===== config.mk =====
export PLATFORM = sky130hd
export DESIGN_NAME = rbcp_initiator
export DESIGN_NICKNAME = d
export VERILOG_FILES = /design/src/rtl/rbcp_initiator.sv
export SDC_FILE = /design/constraint.sdc
export NUM_CORES = 1
export LEC_CHECK = 0
export ABC_AREA = 1
export CAP_MARGIN = 20
export CORE_MARGIN = 1.5
export CORE_UTILIZATION = 42
export CTS_BUF_LIST = sky130_fd_sc_hd__clkbuf_4 sky130_fd_sc_hd__clkbuf_8
export CTS_CLUSTER_DIAMETER = 30
export DETAILED_ROUTE_END_ITERATION = 12
export GPL_ROUTABILITY_DRIVEN = 0
export PLACE_DENSITY_LB_ADDON = 0.05
export REMOVE_ABC_BUFFERS = 1
export SETUP_SLACK_MARGIN = 0.4
export SLEW_MARGIN = 0
export SYNTH_ARGS = -nofsm -noshare
export SYNTH_HDL_FRONTEND = slang
export SYNTH_SLANG_ARGS = --single-unit

===== constraint.sdc =====
create_clock -name CLK -period 4.5 [get_ports CLK]
set_clock_uncertainty 0.15 [all_clocks]
set_input_delay 0.675 -clock CLK [delete_from_list [all_inputs] [get_ports CLK]]
set_output_delay 0.675 -clock CLK [all_outputs]
set_load 0.01 [all_outputs]

===== src/rtl/rbcp_initiator.sv =====
// rtl/rbcp_initiator.sv - RBCP bus master turning command bursts into RBCP byte transactions
// Optional ACK timeout/abort enabled by defining RBCP_INIT_TIMEOUT_EN.
module rbcp_initiator #(
    parameter int TIMEOUT_CYCLES = 1024,
    parameter int ACT_LEAD       = 2,
    parameter int ACT_TAIL       = 2
) (
    input  logic        CLK,
    input  logic        RST,
    input  logic        CMD_VALID,
    output logic        CMD_READY,
    input  logic        CMD_WE,
    input  logic [31:0] CMD_ADDR,
    input  logic [7:0]  CMD_LEN,
    input  logic        WD_VALID,
    output logic        WD_READY,
    input  logic [7:0]  WD_DATA,
    output logic        RSP_VALID,
    input  logic        RSP_READY,
    output logic [7:0]  RSP_DATA,
    output logic        RSP_LAST,
    output logic        RSP_ERR,
    output logic        BUSY,
    output logic        RBCP_ACT,
    output logic [31:0] RBCP_ADDR,
    output logic        RBCP_WE,
    output logic [7:0]  RBCP_WD,
    output logic        RBCP_RE,
    input  logic [7:0]  RBCP_RD,
    input  logic        RBCP_ACK
);

    if (ACT_LEAD < 1 || ACT_LEAD > 15 || ACT_TAIL < 1 || ACT_TAIL > 15 ||
        TIMEOUT_CYCLES < 1 || TIMEOUT_CYCLES > 65535) begin : g_param_check
        $error("rbcp_initiator: parameter out of range");
    end

    localparam logic [3:0] LEAD_LAST = 4'(ACT_LEAD - 1);
    localparam logic [3:0] TAIL_LAST = 4'(ACT_TAIL - 1);

    typedef enum logic [2:0] {
        S_IDLE, S_LEAD, S_ISSUE, S_WAIT_ACK, S_RESP, S_TAIL
    } state_t;

    state_t      state;
    state_t      state_nxt;

    logic        we_mode;
    logic [31:0] addr;
    logic [7:0]  rem;
    logic [3:0]  phase_cnt;
    logic [7:0]  rsp_data_q;
    logic        rsp_last_q;
    logic        rsp_err_q;
    logic [31:0] rbcp_addr_q;
    logic [7:0]  rbcp_wd_q;
    logic        rbcp_we_q;
    logic        rbcp_re_q;

    logic        cmd_fire;
    logic        wd_fire;
    logic        rd_issue;
    logic        ack_ok;
    logic        rsp_fire;
    logic        timeout_hit;
    logic [31:0] issue_addr;

    assign cmd_fire = (state == S_IDLE) && CMD_VALID && !RST;
    assign wd_fire  = (state == S_ISSUE) && we_mode && WD_VALID;
    // Read strobes are launched on entry to ISSUE so the RE pulse is the ISSUE cycle itself.
    assign rd_issue = (state_nxt == S_ISSUE) && (state != S_ISSUE) && !we_mode;
    // A write strobe lands in the first WAIT_ACK cycle; an ACK in that cycle is too early.
    assign ack_ok   = (state == S_WAIT_ACK) && RBCP_ACK && !rbcp_we_q;
    assign rsp_fire = (state == S_RESP) && RSP_READY;
    // When re-issuing from RESP the address register is being bumped in the same edge.
    assign issue_addr = (state == S_RESP) ? (addr + 32'd1) : addr;

`ifdef RBCP_INIT_TIMEOUT_EN
    localparam logic [15:0] TMO_LAST = 16'(TIMEOUT_CYCLES - 1);
    logic [15:0] tmo_cnt;

    // Cycles elapsed since the current strobe; zero in the strobe cycle itself.
    always_ff @(posedge CLK) begin
        if (RST) begin
            tmo_cnt <= 16'd0;
        end else if (rd_issue || wd_fire) begin
            tmo_cnt <= 16'd0;
        end else if (state == S_WAIT_ACK || rbcp_re_q) begin
            tmo_cnt <= tmo_cnt + 16'd1;
        end
    end

    assign timeout_hit = (state == S_WAIT_ACK) && !ack_ok && (tmo_cnt == TMO_LAST);
`else
    assign timeout_hit = 1'b0;
`endif

    // State register.
    always_ff @(posedge CLK) begin
        if (RST) begin
            state <= S_IDLE;
        end else begin
            state <= state_nxt;
        end
    end

    // Next-state logic.
    always_comb begin
        state_nxt = state;
        case (state)
            S_IDLE:     if (cmd_fire) state_nxt = S_LEAD;
            S_LEAD:     if (phase_cnt == LEAD_LAST) state_nxt = S_ISSUE;
            S_ISSUE:    if (!we_mode || WD_VALID) state_nxt = S_WAIT_ACK;
            S_WAIT_ACK: if (ack_ok || timeout_hit) state_nxt = S_RESP;
            S_RESP:     if (RSP_READY) state_nxt = rsp_last_q ? S_TAIL : S_ISSUE;
            S_TAIL:     if (phase_cnt == TAIL_LAST) state_nxt = S_IDLE;
            default:    state_nxt = S_IDLE;
        endcase
    end

    // State-decoded outputs; CMD_READY is also held low while reset is asserted.
    always_comb begin
        CMD_READY = 1'b0;
        WD_READY  = 1'b0;
        RSP_VALID = 1'b0;
        BUSY      = 1'b1;
        RBCP_ACT  = 1'b1;
        case (state)
            S_IDLE: begin
                CMD_READY = !RST;
                BUSY      = 1'b0;
                RBCP_ACT  = 1'b0;
            end
            S_ISSUE: WD_READY  = we_mode;
            S_RESP:  RSP_VALID = 1'b1;
            default: ;
        endcase
    end

    // Burst bookkeeping, strobe generation and response capture.
    always_ff @(posedge CLK) begin
        if (RST) begin
            we_mode     <= 1'b0;
            addr        <= 32'd0;
            rem         <= 8'd0;
            phase_cnt   <= 4'd0;
            rsp_data_q  <= 8'd0;
            rsp_last_q  <= 1'b0;
            rsp_err_q   <= 1'b0;
            rbcp_addr_q <= 32'd0;
            rbcp_wd_q   <= 8'd0;
            rbcp_we_q   <= 1'b0;
            rbcp_re_q   <= 1'b0;
        end else begin
            rbcp_we_q <= 1'b0;
            rbcp_re_q <= 1'b0;

            if (cmd_fire) begin
                we_mode <= CMD_WE;
                addr    <= CMD_ADDR;
                rem     <= CMD_LEN;
            end

            if (state_nxt != state) begin
                phase_cnt <= 4'd0;
            end else if (state == S_LEAD || state == S_TAIL) begin
                phase_cnt <= phase_cnt + 4'd1;
            end

            if (rsp_fire && !rsp_last_q) begin
                addr <= addr + 32'd1;
                rem  <= rem - 8'd1;
            end

            if (rd_issue) begin
                rbcp_re_q   <= 1'b1;
                rbcp_addr_q <= issue_addr;
            end

            if (wd_fire) begin
                rbcp_we_q   <= 1'b1;
                rbcp_wd_q   <= WD_DATA;
                rbcp_addr_q <= addr;
            end

            if (ack_ok) begin
                rsp_data_q <= we_mode ? 8'h00 : RBCP_RD;
                rsp_last_q <= (rem == 8'd0);
                rsp_err_q  <= 1'b0;
            end else if (timeout_hit) begin
                rsp_data_q <= 8'h00;
                rsp_last_q <= 1'b1;
                rsp_err_q  <= 1'b1;
            end
        end
    end

    assign RSP_DATA  = rsp_data_q;
    assign RSP_LAST  = rsp_last_q;
    assign RSP_ERR   = rsp_err_q;
    assign RBCP_ADDR = rbcp_addr_q;
    assign RBCP_WD   = rbcp_wd_q;
    assign RBCP_WE   = rbcp_we_q;
    assign RBCP_RE   = rbcp_re_q;

endmodule

==> reports/metrics.csv <==
stage;metric;value;unit
status;outcome;finished clean;
floorplanning;die_area;0.0141;sq mm
flow_run;drv_cap;0;
synthesis;synth-compound-area-share;14.2;%
synthesis;synth_fa_ha_area_share;1.11;%
clock_tree;cts_tree;yes;
clock_tree;cts_made_buffers;9;
clock_tree;clk_pin_slew;90;ps
floorplanning;start_util;42.9;%
finish;final_cell_mix;244 x nand2_1, 140 x nor2_1, 117 x clkdlybuf4s50_1;
critical_path;cp-start-kind;flop;
clock_tree;clock-sinks;99;
critical_path;required;3670;ps
timing;grt_setup_unrepaired;false;
floorplanning;die_h;119;microns
finish;nFillCells;1350;
clock_tree;cts.htree.levels;3;
synthesis;syn_area;0.00563;sq mm
detailed_routing;dr.pass1.iters;6;
floorplanning;die_w;119;microns
worst_hold_path;hp-class;flop to flop;
power_and_ir_drop;p_leak;2.85;nW
grt;grt_pass1_vias;5217;
timing;finalCritPeriodShare;70.3;%
synthesis;synth_xor_area_share;2.18;%
synthesis;yosysWarnings;0;
timing;hold_viol_final;0;
finish;seqCellArea;0.00198;sq mm
synthesis;synthSimpleGateAreaFrac;36.8;%
grt;grt_max_degree;58;
detailed_routing;wl_per_cell;13.8;microns
detailed_routing;dr_total_vias;5700;
timing;setup_tns;0;ps
floorplanning;fp.coreArea;0.0131;sq mm
critical_path;critPathMaxFanout;57;
synthesis;ys_ff_latch;99;
floorplanning;rows;42;
critical_path;startpoint;state[0];
grt;grt_usage;23.6;%
place;hpwlAfterDp;11300;microns
place;portBuffers;118;
power_and_ir_drop;powerDensity;262;mW/mm^2
clock_tree;cts_hold_buffers;0;
clock_tree;root_buffer;clkbuf_8;
detailed_routing;drt_iter0_drc;392;
power_and_ir_drop;finalPower;1.85;mW
timing;relSlewSlack;42.0;%
timing;slew_violations;0;
clock_tree;clk_path_buf_depth;2;
grt;overflow;0;
detailed_routing;ant_nets;0;
clock_tree;post_cts_buffers;0;
finish;drive_gt1_share;5.49;%
critical_path;path_delay_family;buffers and inverters;
detailed_routing;drc;0;
critical_path;r2r-start;state[0];
detailed_routing;routed_via_density;4.91;
critical_path;setup.worst_path.end_class;primary output;
finish;num_antenna_cells;0;
finish;syn_to_final_growth;25.3;%
finish;num-nets-final;1047;
critical_path;crit_type;flop to primary output;
critical_path;crit_slowest_cell;clkdlybuf4s50_1;
synthesis;ys_types;35;
timing;max_freq;316;MHz
critical_path;crit_buf_inv;3;
critical_path;worstPathArrival;2340;ps
timing;fin_crit;3160;ps
synthesis;muxShareOfSynthArea;0;%
finish;final_common_cell;nand2_1;
timing;tightestPinTransition;869;ps
power_and_ir_drop;vdd_drop_max;0.126;mV
synthesis;ys_seq_area_share;35.2;%
timing;setup_viol;0;
clock_tree;clk_latency;390;ps
synthesis;synth_top_family_by_area;simple AND/OR/NAND/NOR gates;
timing;layout_setup_ws;1340;ps
detailed_routing;drt-total-wl;16000;microns
worst_hold_path;min_from;RBCP_WD[4];
floorplanning;io_pins;120;
finish;multi_input_area;0.00306;sq mm
synthesis;synthCells;882;
clock_tree;cts_resized;0;
place;dpl_worst_slack;1310;ps
critical_path;path_cells;nor2_4 > nand2_4 > inv_4 > buf_4 > clkdlybuf4s50_1;
grt;antenna_found_initial;0;
grt;grt_pass1_wl;26400;microns
critical_path;max_stage_delay;650;ps
synthesis;syn_avg_cell_area;6.38;sq um
-- kinds of logic after synthesis --
group,after synthesis
xor+xnor,14
simple gates,490
compound gates,135
other cells,1
fa+ha+maj,5
buf+inv,138
flops,99
-- flip-flops by register name, indices dropped and copies added, names as in the netlist --
name,flops
we_mode,1
state,3
RBCP_ADDR,32
RBCP_WE,1
RSP_DATA,8
RBCP_RE,1
rem,8
phase_cnt,4
RSP_LAST,1
RBCP_WD,8
addr,32
-- power by group --
part           leakage [nW]  internal (mW)  switching, mW  total (mW)
logic                  1.95          0.138          0.172       0.311
registers             0.804          0.914         0.0396       0.954
clock network        0.0950          0.255          0.327       0.582
total                  2.85           1.31          0.539        1.85
-- metal layers --
layer | GRT usage (%) | share of wire (%)
met3 | 3.19 | 4.2
met1 | 34.2 | 51
met2 | 35.7 | 44
met4 | 8.28 | 1.4
met5 | 0 | 0
-- synth_stat cells (all sizes together) --
cell      n  share of area [%]
nor3      6               0.53
a31oi     6               0.67
xnor2     1               0.16
dfxtp    99                 35
a211oi   15                2.8
xor2     13                2.0
conb      1              0.067
or2       3               0.33
buf      24                2.8
a21oi    44                3.9
clkbuf   14               0.93
nand4     4               0.71
inv      99                6.7
o221ai    3               0.47
nand2   252                 18
o21ai    58                5.2
o211ai    9                1.2
nand3    80                7.1
ha        5                1.1
nand3b    1               0.13
nor2    144                 10
clkinv    1              0.067
-- through the flow --
stage / std cells / cell area [sq um] / utilization (%) / hold WS (ps)
after floorplan: 844 / 5420 / - / 302
after global placement: 1144 / 6860 / 52.2 / 299
after detailed placement: 1144 / 6860 / 52.2 / 303
after CTS: 1160 / 7060 / 53.7 / 319
after global routing: 1160 / 7060 / 53.7 / 334
final: 1160 / 7060 / 53.7 / 315
-- path summary, 6_finish.rpt --
check	endpoint	slack (ps)	depth (start not counted)
hold / removal	RBCP_WD[4]	320	2
setup reg to reg	RBCP_ADDR[29]	1980	10
setup / recovery	RSP_VALID	1340	5
hold reg to reg	RBCP_WD[4]	320	2
-- layout make-up --
cell class                 count  area share (%)
tap                          176            3.12
inverter                     100            5.39
sequential                    99            28.1
clock inverter                 7           0.975
multi-input combinational    645            43.4
timing repair buffer         124            17.3
clock buffer                   9            1.76
-- worst register-to-register path, stage by stage (launching register included) --
cell	delay, ps
dfxtp_1	490
nor2_4	90
nand2_4	170
inv_4	50
nand2_2	260
nand2_2	140
nand2_4	120
nand2_4	260
inv_2	480
nor2_1	100
a21oi_1	160
Note: power is estimated with default switching activity, not from simulation.
